`config.mk`:
```
export PLATFORM = sky130hd
export DESIGN_NAME = serial_mag_comparator
export DESIGN_NICKNAME = d
export VERILOG_FILES = /design/src/rtl/serial_cmp_pkg.sv /design/src/rtl/serial_cmp_counter.sv /design/src/rtl/serial_mag_comparator.sv
export SDC_FILE = /design/constraint.sdc
export NUM_CORES = 1
export LEC_CHECK = 0
export BUFFER_PORTS_ARGS = -buffer_cell sky130_fd_sc_hd__clkbuf_2
export CELL_PAD_IN_SITES_DETAIL_PLACEMENT = 0
export CELL_PAD_IN_SITES_GLOBAL_PLACEMENT = 1
export CORE_UTILIZATION = 35
export CTS_CLUSTER_DIAMETER = 100
export DETAILED_ROUTE_END_ITERATION = 10
export PLACE_DENSITY_LB_ADDON = 0.25
export SKIP_CTS_REPAIR_TIMING = 1
export SYNTH_ARGS = -nofsm -noshare
export SYNTH_HDL_FRONTEND = slang
export SYNTH_HIERARCHICAL = 1
export SYNTH_SLANG_ARGS = --single-unit
export TNS_END_PERCENT = 20
```
`constraint.sdc`:
```
create_clock -name clk -period 1.65 [get_ports clk]
set_input_delay 0.0825 -clock clk [delete_from_list [all_inputs] [get_ports clk]]
set_output_delay 0.0825 -clock clk [all_outputs]
set_load 0.02 [all_outputs]
```
`src/rtl/serial_cmp_pkg.sv`:
```
// Shared types for the bit-serial magnitude comparator: FSM states and the
// {gt, eq, lt} one-hot result encoding.
package serial_cmp_pkg;

    typedef enum logic [2:0] {
        ST_IDLE   = 3'd0,
        ST_EQ     = 3'd1,
        ST_GT     = 3'd2,
        ST_LT     = 3'd3,
        ST_RESULT = 3'd4
    } state_t;

    // Bit order matches the output ports {x, y, z} = {a>b, a==b, a<b}.
    typedef logic [2:0] cmp_res_t;

    localparam cmp_res_t RES_NONE = 3'b000;
    localparam cmp_res_t RES_GT   = 3'b100;
    localparam cmp_res_t RES_EQ   = 3'b010;
    localparam cmp_res_t RES_LT   = 3'b001;

    function automatic state_t decide(input logic a, input logic b);
        if (a && !b) begin
            return ST_GT;
        end else if (!a && b) begin
            return ST_LT;
        end
        return ST_EQ;
    endfunction

    function automatic cmp_res_t res_of(input state_t s);
        case (s)
            ST_GT:   return RES_GT;
            ST_LT:   return RES_LT;
            ST_EQ:   return RES_EQ;
            default: return RES_NONE;
        endcase
    endfunction

endpackage

```
`src/rtl/serial_cmp_counter.sv`:
```
// Saturating beat counter. Clear and increment together load 1, which is how
// a frame's first beat is counted.
module serial_cmp_counter #(
    parameter int MAX_LEN = 16,
    parameter int CW      = $clog2(MAX_LEN + 1)
) (
    input  logic          clk,
    input  logic          rst,
    input  logic          clr,
    input  logic          incr,
    output logic [CW-1:0] count
);

    // MAX_LEN+1 may not fit when it is a power of two; clip to all-ones then.
    localparam int            CAP_RAW = MAX_LEN + 1;
    localparam logic [CW-1:0] CAP     = (CAP_RAW > (2 ** CW) - 1) ? {CW{1'b1}} : CW'(CAP_RAW);

    always_ff @(posedge clk) begin
        if (rst) begin
            count <= '0;
        end else if (clr) begin
            count <= incr ? CW'(1) : '0;
        end else if (incr && (count != CAP)) begin
            count <= count + CW'(1);
        end
    end

endmodule

```
`src/rtl/serial_mag_comparator.sv`:
```
// Bit-serial MSB-first magnitude comparator with valid/ready beat input and a
// held result that blocks new frames until consumed.
//
//   state     | meaning
//   ----------|----------------------------------------------------------
//   ST_IDLE   | waiting for a beat with in_first; other beats are dropped
//   ST_EQ     | all bits so far equal, still undecided
//   ST_GT     | decided a > b, remaining bits only counted
//   ST_LT     | decided a < b, remaining bits only counted
//   ST_RESULT | result or length error held until out_ready
module serial_mag_comparator
    import serial_cmp_pkg::*;
#(
    parameter int MAX_LEN = 16,
    localparam int CW     = $clog2(MAX_LEN + 1)
) (
    input  logic          clk,
    input  logic          rst,
    input  logic          in_valid,
    output logic          in_ready,
    input  logic          in_first,
    input  logic          in_last,
    input  logic          a,
    input  logic          b,
    output logic          out_valid,
    input  logic          out_ready,
    output logic          x,
    output logic          y,
    output logic          z,
    output logic          len_err,
    output logic [CW-1:0] bit_count
);

    state_t   state;
    state_t   upd;
    cmp_res_t res;
    logic     beat;
    logic     len_over;
    logic     cnt_clr;
    logic     cnt_incr;

    assign beat     = in_valid && in_ready;
    assign len_over = (bit_count == CW'(MAX_LEN));
    assign {x, y, z} = res;

    // A new MSB always re-decides; once GT/LT is reached later bits are ignored.
    always_comb begin
        if (in_first || (state == ST_IDLE) || (state == ST_EQ)) begin
            upd = decide(a, b);
        end else begin
            upd = state;
        end
    end

    always_comb begin
        cnt_clr  = 1'b0;
        cnt_incr = 1'b0;
        case (state)
            ST_IDLE: begin
                if (beat && in_first) begin
                    cnt_clr  = 1'b1;
                    cnt_incr = 1'b1;
                end
            end
            ST_EQ, ST_GT, ST_LT: begin
                if (beat) begin
                    cnt_clr  = in_first;
                    cnt_incr = 1'b1;
                end
            end
            ST_RESULT: cnt_clr = out_ready;
            default:   cnt_clr = 1'b1;
        endcase
    end

    serial_cmp_counter #(
        .MAX_LEN (MAX_LEN),
        .CW      (CW)
    ) u_counter (
        .clk   (clk),
        .rst   (rst),
        .clr   (cnt_clr),
        .incr  (cnt_incr),
        .count (bit_count)
    );

    always_ff @(posedge clk) begin
        if (rst) begin
            state     <= ST_IDLE;
            in_ready  <= 1'b0;
            out_valid <= 1'b0;
            res       <= RES_NONE;
            len_err   <= 1'b0;
        end else begin
            case (state)
                ST_IDLE, ST_EQ, ST_GT, ST_LT: begin
                    in_ready <= 1'b1;
                    if (beat && (in_first || (state != ST_IDLE))) begin
                        if (in_last) begin
                            state     <= ST_RESULT;
                            in_ready  <= 1'b0;
                            out_valid <= 1'b1;
                            res       <= res_of(upd);
                            len_err   <= 1'b0;
                        end else if (!in_first && len_over) begin
                            // Overlong frame: this beat's bits are not compared.
                            state     <= ST_RESULT;
                            in_ready  <= 1'b0;
                            out_valid <= 1'b1;
                            res       <= RES_NONE;
                            len_err   <= 1'b1;
                        end else begin
                            state <= upd;
                        end
                    end
                end
                ST_RESULT: begin
                    if (out_ready) begin
                        state     <= ST_IDLE;
                        in_ready  <= 1'b1;
                        out_valid <= 1'b0;
                        res       <= RES_NONE;
                        len_err   <= 1'b0;
                    end
                end
                default: begin
                    state     <= ST_IDLE;
                    in_ready  <= 1'b0;
                    out_valid <= 1'b0;
                    res       <= RES_NONE;
                    len_err   <= 1'b0;
                end
            endcase
        end
    end

endmodule

```
==> summary.md <==
| Metric | Value |
|---|---|
| Maxcap violations | `0` |
| Synthesized area | `slightly above 800 sq um` |
| Met2 Routed Length | `782 um` |
| Syn nets | `98` |
| Sequential fraction of the synthesis area | `0.3415` |
| Slowest stage delay, CP | `0.45 ns` |
| Port Buffer Count | `18` |
| WL per Instance | `13.49 um` |
| ANT nets after route | `0` |
| Layout area overhead | `19.05%` |
| CTS clk-pin slew, worst paths | `about 0.080 ns` |
| Maximum clock rate | `647.9 MHz` |
| Crit-path cells | `inv_1 > ha_1 > and4bb_4 > or3_1 > a211oi_1` |
| Clk sink count | `14` |
| Setup TNS | `0 ns` |
| Setup crit start kind | `flip-flop` |
| Commonest non-fill, non-tap cells in the layout | `clkbuf_2, dfxtp_1` |
| Max Root-Sink Buffers | `2` |
| Area of the multi-input gates | `509.2 sq um` |
| Post-route DRC | `0` |
| Worst slew pin tran | `0.3417 ns` |
| DR top layer | `met4` |
| Pin count of the biggest net entering global routing | `12` |
| Synth unique cells | `41` |
| Min Hold Slack | `0.08549 ns` |
| Nets | `122` |
| DR pass1 iterations | `4` |
| Via count | `742` |
| Global-route wire length before repair | `between 3 and 4 mm` |
| Num CTS Buffers | `3` |
| Final setup margin | `0.1065 ns` |
| Detailed-routing wirelength on met1 | `938 um` |
| Starting DRT DRC Count | `6` |
| CP max-delay cell | `dfxtp_1` |
| Register bit total from synthesis | `14` |
| Fin cells | `137` |
| RSZ-0062 raised after global routing | `no` |
| # diodes | `0` |
| Slew margin rel. | `0.7706` |
| Kind of critical path | `flip-flop to flip-flop` |
| Final hold violations | `0` |
| Placed insts | `134` |
| Place WS | `0.06689 ns` |
| CTS tree | `built` |
| Clock skew | `approximately 0.0035 ns` |
| Total Wirelength | `1.848 mm` |
| FP Rows | `17` |
| Starting density of the core | `0.3710` |
| CP arrival | `1.73 ns` |
| Post-synth ARST share | `0` |
| Final setup viols | `0` |
| EDFF count, synth | `0` |
| Syn Inst Count | `87` |
| WP data required | `1.84 ns` |
| Core area | `2212 sq um` |
| Die Width | `50.43 um` |
| Synth Area per Inst | `9.434 sq um` |
| Status | `finished, final reports clean` |
| Full die area | `2543 sq um` |
| Vias in the first global route | `around 670` |
| Detailed placement HPWL | `1.384 mm` |
| Total design power | `653.0 uW` |
| H-tree Lvls | `1` |
| Pwr/cell area | `668.2 nW/um^2` |
| Via-per-instance ratio | `5.416` |
| Routed length on met3 | `~56 um` |
| Dominant synthesized flop cell | `dfxtp_1` |
| Die height | `between 50 and 60 um` |
| Critical-path maximum fanout | `6` |
| Post-layout minimum cycle time | `1.544 ns` |
| Number of synthesis warnings | `6` |
| Endpoint class of the critical path | `flip-flop` |
| Final worst-path cycle share | `0.9355` |
| Initial antenna violation count | `0` |
| GR Util All Layers | `0.1735` |
| Io pins | `19` |
| Leakage | `0.3998 nW` |
| Max-slew violations | `0` |
| Seq. cell area | `between 200 and 300 sq um` |
| Worst min path class | `input port to flip-flop` |
| Final Wtd Congestion | `~0.83` |
| GRT overflow | `0` |
| Commonest non-fill, non-tap cell in the layout | `clkbuf_2` |
| Share of post-route cells with drive strength above 1 | `0.3486` |
| Worst skew pair latency | `0.28 ns` |
| Root Buffer | `clkbuf_4` |
| Fill cell count | `245` |
| VDD IR max | `0.0003680 V` |
-- kinds of logic (layout without fill, tap and decap cells) --
group           after synthesis  in the layout  share of synthesized area
compound gates               26             26                     0.2515
xor+xnor                      2              2                    0.02135
fa+ha+maj                     3              3                    0.04574
buf+inv                       6             28                    0.03810
flops                        14             14                     0.3415
simple gates                 36             36                     0.3019
-- synthesized netlist by cell type, types with 2 or more instances --
library cell  number  area (sq um)
a31oi_1            2         12.51
nor2_1             2         7.510
a21oi_2            2         17.52
xor2_1             2         17.52
nor3b_1            2         15.01
dfxtp_1           14         280.3
a21oi_1            4         20.02
nand3_1            3         15.01
or3_1              3         18.77
nand3b_1           4         30.03
inv_1              4         15.01
o21ai_0            5         25.02
o2bb2ai_1          3         26.28
nor3_1             3         15.01
ha_1               3         37.54
a211oi_1           2         15.01
nand2_1            4         15.01
nand4_1            2         12.51
-- state kept, by name (all words and copies together), names as in the netlist --
signal,count
in_ready,1
state,3
out_valid,1
len_err,1
res,3
u_counter/count,5
-- layer usage --
metal / GRT usage / vias up
li1: - / 376
met1: 0.2413 / 342
met2: 0.2289 / 18
met3: 0.03636 / 6
met4: 0.1296 / 0
met5: 0 / -
-- metrics by stage --
step                      utilization  area (sq um)
after CTS                      0.4406         974.7
after detailed placement       0.4304         952.2
after global placement         0.4304         952.2
after global routing           0.4417         977.2
final                          0.4417         977.2
after floorplan                     -         820.8
-- final cells by class --
cell class | count | area share
Inverter | 4 | 0.01536
Tap cell | 28 | 0.03585
Clock buffer | 3 | 0.02305
Sequential cell | 14 | 0.2894
Timing Repair Buffer | 21 | 0.1152
Multi-Input combinational cell | 67 | 0.5211
-- final timing paths --
path,cells after the start,from,to,slack (ns)
setup / recovery,5,u_counter/count[1]$_SDFFE_PP0P_,u_counter/count[1]$_SDFFE_PP0P_,0.11
hold / removal,2,in_last,len_err$_SDFFE_PP0P_,0.09
setup reg to reg,5,u_counter/count[1]$_SDFFE_PP0P_,u_counter/count[1]$_SDFFE_PP0P_,0.11
hold reg to reg,1,out_valid$_SDFFE_PP0P_,out_valid$_SDFFE_PP0P_,0.47
-- power by group --
group          internal [mW]  switching [mW]
logic                 0.0421          0.0595
clock network         0.0848           0.109
registers              0.346          0.0114
total                  0.473           0.180
-- critical path: cells and delay by family (launching register included) --
family	cells	cell delay [ns]
buf+inv	1	0.07
fa+ha+maj	1	0.18
flops	1	0.45
simple gates	2	0.51
compound gates	1	0.23
(Power assumes the default switching activity.)
